## src/rtl/bus_initiator_if.sv

```systemverilog
// Peripheral-side bus bundle shared by a bus master and one peripheral.
// Combinational wiring only; no latency of its own.
// Backpressure is the peripheral's request_stall, honoured by the master.
interface bus_protocol_if #(
  parameter int ADDR_WIDTH = 32,
  parameter int DATA_WIDTH = 32
);
  logic                    wen;
  logic                    ren;
  logic                    request_stall;
  logic [ADDR_WIDTH-1:0]   addr;
  logic                    error;
  logic [DATA_WIDTH/8-1:0] strobe;
  logic [DATA_WIDTH-1:0]   wdata;
  logic [DATA_WIDTH-1:0]   rdata;
  // Burst/security hints; this master only ever issues single plain transfers.
  logic                    is_burst;
  logic [1:0]              burst_type;
  logic [7:0]              burst_length;
  logic                    secure_transfer;

  modport peripheral_vital (
    input  wen, ren, addr, wdata, strobe,
           is_burst, burst_type, burst_length, secure_transfer,
    output rdata, error, request_stall
  );

  modport protocol (
    input  rdata, error, request_stall,
    output wen, ren, addr, wdata, strobe,
           is_burst, burst_type, burst_length, secure_transfer
  );
endinterface

```

## src/rtl/bus_initiator.sv

```systemverilog
// Single-outstanding bus master: one command in, one bus access, one response out.
// Latency: strobes from cycle after accept; response 2+S cycles after accept (S = stalls).
// Backpressure: request_stall holds the access; rsp_ready low holds the response.
// Optional stall timeout enabled by defining BUS_INITIATOR_TIMEOUT_EN.
module bus_initiator #(
  parameter int ADDR_WIDTH     = 32,
  parameter int DATA_WIDTH     = 32,
  parameter int TIMEOUT_CYCLES = 255
) (
  input  logic                    clk,
  input  logic                    nReset,
  input  logic                    req_valid,
  output logic                    req_ready,
  input  logic                    req_write,
  input  logic [ADDR_WIDTH-1:0]   req_addr,
  input  logic [DATA_WIDTH-1:0]   req_wdata,
  input  logic [DATA_WIDTH/8-1:0] req_strobe,
  output logic                    rsp_valid,
  input  logic                    rsp_ready,
  output logic [DATA_WIDTH-1:0]   rsp_rdata,
  output logic                    rsp_error,
  output logic                    rsp_timeout,
  output logic                    busy,
  bus_protocol_if.protocol        bp
);

  typedef enum logic [1:0] {
    IDLE   = 2'd0,
    ACCESS = 2'd1,
    RESP   = 2'd2
  } state_t;

  state_t                  state_q;
  logic                    wen_q;
  logic                    ren_q;
  logic [ADDR_WIDTH-1:0]   addr_q;
  logic [DATA_WIDTH-1:0]   wdata_q;
  logic [DATA_WIDTH/8-1:0] strobe_q;
  logic [DATA_WIDTH-1:0]   rdata_q;
  logic                    error_q;

`ifdef BUS_INITIATOR_TIMEOUT_EN
  localparam logic [15:0] TIMEOUT_LIMIT = 16'(TIMEOUT_CYCLES);
  logic        timeout_q;
  logic [15:0] stall_cnt_q;
  logic [15:0] stall_cnt_d;

  // Next stall count while the peripheral keeps stalling.
  always_comb begin
    stall_cnt_d = stall_cnt_q + 16'd1;
  end
`endif

  // Whole transaction FSM; every bus and response output is a register here.
  always_ff @(posedge clk or negedge nReset) begin
    if (!nReset) begin
      state_q     <= IDLE;
      wen_q       <= 1'b0;
      ren_q       <= 1'b0;
      addr_q      <= '0;
      wdata_q     <= '0;
      strobe_q    <= '0;
      rdata_q     <= '0;
      error_q     <= 1'b0;
`ifdef BUS_INITIATOR_TIMEOUT_EN
      timeout_q   <= 1'b0;
      stall_cnt_q <= '0;
`endif
    end else begin
      case (state_q)
        IDLE: begin
          if (req_valid) begin
            // Command is loaded straight into the bus registers so the
            // strobes appear the cycle after accept and stay stable.
            state_q  <= ACCESS;
            wen_q    <= req_write;
            ren_q    <= !req_write;
            addr_q   <= req_addr;
            wdata_q  <= req_wdata;
            strobe_q <= req_write ? req_strobe : '0;
            rdata_q  <= '0;
            error_q  <= 1'b0;
`ifdef BUS_INITIATOR_TIMEOUT_EN
            timeout_q   <= 1'b0;
            stall_cnt_q <= '0;
`endif
          end
        end
        ACCESS: begin
          if (!bp.request_stall) begin
            // Completion: error is only meaningful on this edge.
            state_q <= RESP;
            wen_q   <= 1'b0;
            ren_q   <= 1'b0;
            rdata_q <= wen_q ? '0 : bp.rdata;
            error_q <= bp.error;
          end
`ifdef BUS_INITIATOR_TIMEOUT_EN
          else if (stall_cnt_q == TIMEOUT_LIMIT) begin
            state_q   <= RESP;
            wen_q     <= 1'b0;
            ren_q     <= 1'b0;
            rdata_q   <= '0;
            error_q   <= 1'b1;
            timeout_q <= 1'b1;
          end else begin
            stall_cnt_q <= stall_cnt_d;
          end
`endif
        end
        RESP: begin
          if (rsp_ready) begin
            state_q <= IDLE;
          end
        end
        default: begin
          state_q <= IDLE;
        end
      endcase
    end
  end

  assign req_ready = (state_q == IDLE);
  assign busy      = (state_q != IDLE);
  assign rsp_valid = (state_q == RESP);
  assign rsp_rdata = rdata_q;
  assign rsp_error = error_q;

`ifdef BUS_INITIATOR_TIMEOUT_EN
  assign rsp_timeout = timeout_q;
`else
  assign rsp_timeout = 1'b0;
`endif

  assign bp.wen             = wen_q;
  assign bp.ren             = ren_q;
  assign bp.addr            = addr_q;
  assign bp.wdata           = wdata_q;
  assign bp.strobe          = strobe_q;
  assign bp.is_burst        = 1'b0;
  assign bp.burst_type      = 2'b00;
  assign bp.burst_length    = 8'd0;
  assign bp.secure_transfer = 1'b0;

endmodule
```

## src/flat_wrapper.sv

```systemverilog
// flat-port wrapper written by rule: the top's interface ports become plain ports
module bus_initiator_flat 
#(
  parameter int ADDR_WIDTH     = 32,
  parameter int DATA_WIDTH     = 32,
  parameter int TIMEOUT_CYCLES = 255
)
  (clk, nReset, req_valid, req_ready, req_write, req_addr, req_wdata, req_strobe, rsp_valid, rsp_ready, rsp_rdata, rsp_error, rsp_timeout, busy, bp_rdata, bp_error, bp_request_stall, bp_wen, bp_ren, bp_addr, bp_wdata, bp_strobe, bp_is_burst, bp_burst_type, bp_burst_length, bp_secure_transfer);
  bus_protocol_if #(.ADDR_WIDTH(ADDR_WIDTH), .DATA_WIDTH(DATA_WIDTH)) bp_i ();
  input  logic clk;
  input  logic nReset;
  input  logic req_valid;
  output logic req_ready;
  input  logic req_write;
  input  logic [ADDR_WIDTH-1:0] req_addr;
  input  logic [DATA_WIDTH-1:0] req_wdata;
  input  logic [DATA_WIDTH/8-1:0] req_strobe;
  output logic rsp_valid;
  input  logic rsp_ready;
  output logic [DATA_WIDTH-1:0] rsp_rdata;
  output logic rsp_error;
  output logic rsp_timeout;
  output logic busy;
  input wire logic [$bits(bp_i.rdata)-1:0] bp_rdata;
  input wire logic [$bits(bp_i.error)-1:0] bp_error;
  input wire logic [$bits(bp_i.request_stall)-1:0] bp_request_stall;
  output wire logic [$bits(bp_i.wen)-1:0] bp_wen;
  output wire logic [$bits(bp_i.ren)-1:0] bp_ren;
  output wire logic [$bits(bp_i.addr)-1:0] bp_addr;
  output wire logic [$bits(bp_i.wdata)-1:0] bp_wdata;
  output wire logic [$bits(bp_i.strobe)-1:0] bp_strobe;
  output wire logic [$bits(bp_i.is_burst)-1:0] bp_is_burst;
  output wire logic [$bits(bp_i.burst_type)-1:0] bp_burst_type;
  output wire logic [$bits(bp_i.burst_length)-1:0] bp_burst_length;
  output wire logic [$bits(bp_i.secure_transfer)-1:0] bp_secure_transfer;
  assign bp_i.rdata = bp_rdata;
  assign bp_i.error = bp_error;
  assign bp_i.request_stall = bp_request_stall;
  assign bp_wen = bp_i.wen;
  assign bp_ren = bp_i.ren;
  assign bp_addr = bp_i.addr;
  assign bp_wdata = bp_i.wdata;
  assign bp_strobe = bp_i.strobe;
  assign bp_is_burst = bp_i.is_burst;
  assign bp_burst_type = bp_i.burst_type;
  assign bp_burst_length = bp_i.burst_length;
  assign bp_secure_transfer = bp_i.secure_transfer;
  bus_initiator #(.ADDR_WIDTH(ADDR_WIDTH), .DATA_WIDTH(DATA_WIDTH), .TIMEOUT_CYCLES(TIMEOUT_CYCLES)) u_core (.clk(clk), .nReset(nReset), .req_valid(req_valid), .req_ready(req_ready), .req_write(req_write), .req_addr(req_addr), .req_wdata(req_wdata), .req_strobe(req_strobe), .rsp_valid(rsp_valid), .rsp_ready(rsp_ready), .rsp_rdata(rsp_rdata), .rsp_error(rsp_error), .rsp_timeout(rsp_timeout), .busy(busy), .bp(bp_i));
endmodule
```

## config.mk

```make
export PLATFORM = sky130hd
export DESIGN_NAME = bus_initiator_flat
export DESIGN_NICKNAME = d
export VERILOG_FILES = /design/src/rtl/bus_initiator_if.sv /design/src/rtl/bus_initiator.sv /design/src/flat_wrapper.sv
export SDC_FILE = /design/constraint.sdc
export NUM_CORES = 1
export LEC_CHECK = 0
export CELL_PAD_IN_SITES_DETAIL_PLACEMENT = 1
export CELL_PAD_IN_SITES_GLOBAL_PLACEMENT = 2
export CORE_ASPECT_RATIO = 1.25
export CORE_MARGIN = 3
export CORE_UTILIZATION = 22
export CTS_CLUSTER_DIAMETER = 60
export DETAILED_ROUTE_END_ITERATION = 16
export PLACE_DENSITY = 0.88
export SLEW_MARGIN = 20
export SYNTH_ARGS = -nofsm -noshare
export SYNTH_HDL_FRONTEND = slang
export SYNTH_SLANG_ARGS = --single-unit
```

## constraint.sdc

```tcl
create_clock -name clk -period 1.4 [get_ports clk]
set_input_delay 0.28 -clock clk [delete_from_list [all_inputs] [get_ports clk]]
set_output_delay 0.28 -clock clk [all_outputs]
set_load 0.1 [all_outputs]
```

==> impl_metrics.py <==
metrics = {
    "status": {
        "status": "finished with violations",
        "violations": "negative setup slack",
    },
    "cts": {
        "clk_latency_ps": 350,
        "numCtsBuffers": 9,
        "cts_tree": "done",
        "cts-htree-levels": 3,
        "clockBufferDepth": 2,
        "path_clk_slew_ps": 70,
        "cts-root-buf": "clkbuf_16",
        "cts_sinks": 105,
    },
    "layout": {
        "layout_commonest_cell": "buf_12",
        "diodes": 0,
        "seqCellArea_um2": 2630,
        "layout_common_cells": "117 x buf_12, 105 x clkdlybuf4s50_1, 103 x dfrtp_1, 64 x mux2_4, 39 x inv_1",
        "fillers": 1933,
        "area_delta_synth_final_pct": 105,
        "multi_input_comb_area_um2": 1680,
        "fin_util": 0.467,
        "layout-drive-gt1-share": 0.422,
        "final_nets": 683,
    },
    "placed_design": {
        "dp_hpwl_mm": 10.8,
        "gp_congestion": 0.718,
        "io_buffers": 212,
    },
    "synth": {
        "synth_seq_cells": 105,
        "syn_inst": 328,
        "ys_types": 22,
        "netlist_area_um2": 4360,
        "yosys_warnings": 0,
        "yosysSeqAreaShare": 0.603,
        "avgSynthCellArea_um2": 13.3,
    },
    "timing": {
        "setup_violations": 105,
        "worst_slack_ps": -312,
        "report.final.slew_viol_count": 0,
        "max_clock_freq_mhz": 584,
        "post-route-min-period_ps": 1710,
        "hold_viol_final": 0,
        "finClkSkew_ps": 11.9,
        "rsz0062_at_grt": "yes",
        "finalCritPeriodShare": 1.22,
    },
    "setup_path": {
        "required_ps": 1120,
        "cp_cell_sequence": "buf_6 -> or2_4 -> clkinvlp_4 -> buf_12",
        "critical_path.slowest_cell": "dfrtp_2",
        "crit_path_start_kind": "register",
        "timing.critical_path.buf_inv": 3,
        "cpPeakStageDelay_ps": 420,
        "cp_top_family": "flip-flops",
        "end_kind": "output pin",
        "critical_path.max_fanout": 3,
        "critical_path_arrival_ps": 1430,
        "critPathKind": "register to output pin",
    },
    "drt": {
        "ant_nets": 0,
        "wl_per_cell_um": 18.4,
        "route.detailed.vias_per_inst": 4.09,
        "routed_wl_mm": 15.5,
        "route.vias.total": 3440,
        "drc": 0,
        "drtPass1Iterations": 4,
        "drtIter0Drc": 75,
    },
    "die": {
        "dieArea_um2": 21600,
        "fp-row-count": 56,
        "pin_count": 226,
        "die-width_um": 132,
        "die_h_um": 163,
        "coreArea_um2": 19100,
        "initial_utilization": 0.228,
    },
    "job": {
        "maxCapViolations": 0,
    },
    "worst_hold_path": {
        "hold_class": "primary input to asynchronous set/reset pin",
    },
    "grt": {
        "antenna_found_initial": 0,
        "grt_use_met3": 0.0585,
        "grt_pass1_vias": 4037,
        "grt_overflow": 0,
        "grtUsageMet1": 0.155,
        "top_usage_layer": "met2",
        "grt_pass1_wl_mm": 24.3,
        "gr-usage-met2": 0.259,
        "grt_max_degree": 51,
        "grt_usage": 0.145,
    },
}
## registers in the layout (all words and copies together), names as in the netlist
signal and flops:
u_core.state_q 2, u_core.bp.wdata 32, u_core.rsp_rdata 32, u_core.bp.addr 32, u_core.bp.strobe 4, u_core.rsp_error 1, u_core.bp.ren 1, u_core.bp.wen 1
## final cells by class
cell class / instances / area share
tap: 261 / 0.0366
sequential: 105 / 0.295
multi-input combinational: 166 / 0.188
timing repair buffer: 254 / 0.429
clock inverter: 6 / 0.00841
inverter: 40 / 0.0172
clock buffer: 10 / 0.0257
## stage by stage
step / hold slack (ps) / setup WS, ps / setup TNS (ps) / cell area (µm²) / cells
finish: 348 / -312 / -16880 / 8920 / 842
global route: 369 / -364 / -23670 / 8920 / 842
CTS: 334 / -320 / -18430 / 8900 / 842
detailed placement: 181 / -505 / -44580 / 7900 / 802
global placement: 171 / -417 / -37860 / 7900 / 802
floorplan: -15.6 / -249 / -406 / 4410 / 340
## Yosys cell counts
library cell | number | area (µm²)
a211oi_1 | 1 | 7.51
and2b_1 | 1 | 7.51
buf_2 | 3 | 15.0
buf_4 | 15 | 113
buf_6 | 9 | 101
buf_8 | 2 | 30.0
conb_1 | 1 | 3.75
dfrtp_1 | 105 | 2630
inv_1 | 40 | 150
mux2_1 | 61 | 687
mux2_2 | 3 | 33.8
mux2i_1 | 33 | 330
nand2_1 | 34 | 128
nand2b_1 | 1 | 6.26
nand3_1 | 4 | 20.0
nor2_1 | 2 | 7.51
nor3b_2 | 2 | 25.0
o21ai_0 | 7 | 35.0
o22ai_1 | 1 | 6.26
or2_2 | 1 | 6.26
or2b_1 | 1 | 7.51
or4bb_1 | 1 | 11.3
## cells by family (layout without fill, tap and decap cells)
kind of cell | count (synthesis) | count (layout) | synth area share
flops | 105 | 105 | 0.603
mux | 97 | 97 | 0.241
simple gates | 47 | 47 | 0.0502
compound gates | 9 | 9 | 0.0112
other cells | 1 | 13 | 0.000860
buf+inv | 69 | 310 | 0.0939
## worst paths after layout
path | start | cells after the start | endpoint | slack [ps]
min | nReset | 2 | u_core.bp.addr[13] | 350
max | u_core.state_q[1] | 4 | req_ready | -310
min in group clk | bp_rdata[27] | 3 | u_core.rsp_rdata[27] | 480
max in group asynchronous | nReset | 3 | u_core.rsp_rdata[5] | 470
min reg2reg | u_core.rsp_rdata[15] | 2 | u_core.rsp_rdata[15] | 570
max reg2reg | u_core.state_q[1] | 6 | u_core.bp.addr[16] | -230
## timing repair
action | 4_1_cts | 5_1_grt
endpoints found under the setup margin | 103 | 106
pin swaps | 2 | 2
gates resized for setup | 98 | 12
setup buffers | 17 | 2
hold buffers | 1 | 0
hold endpoints to repair | 16 | 0
cloned | 6 | 1
## worst reg2reg max path: cells and delay by family, from the launching register on
kind                   cells  cell delay, ps
buffers and inverters      4             590
flip-flops                 1             420
multiplexers               1             300
AND/OR/NAND/NOR            1             200
## layer usage
layer / share of wire / up-vias
li1: - / 1532
met1: 0.37 / 1724
met2: 0.52 / 167
met3: 0.093 / 17
met4: 0.018 / 0
met5: 0 / -
Power is not shown: default switching activity piles up to over one toggle a cycle in this logic, so the estimate is an artifact.
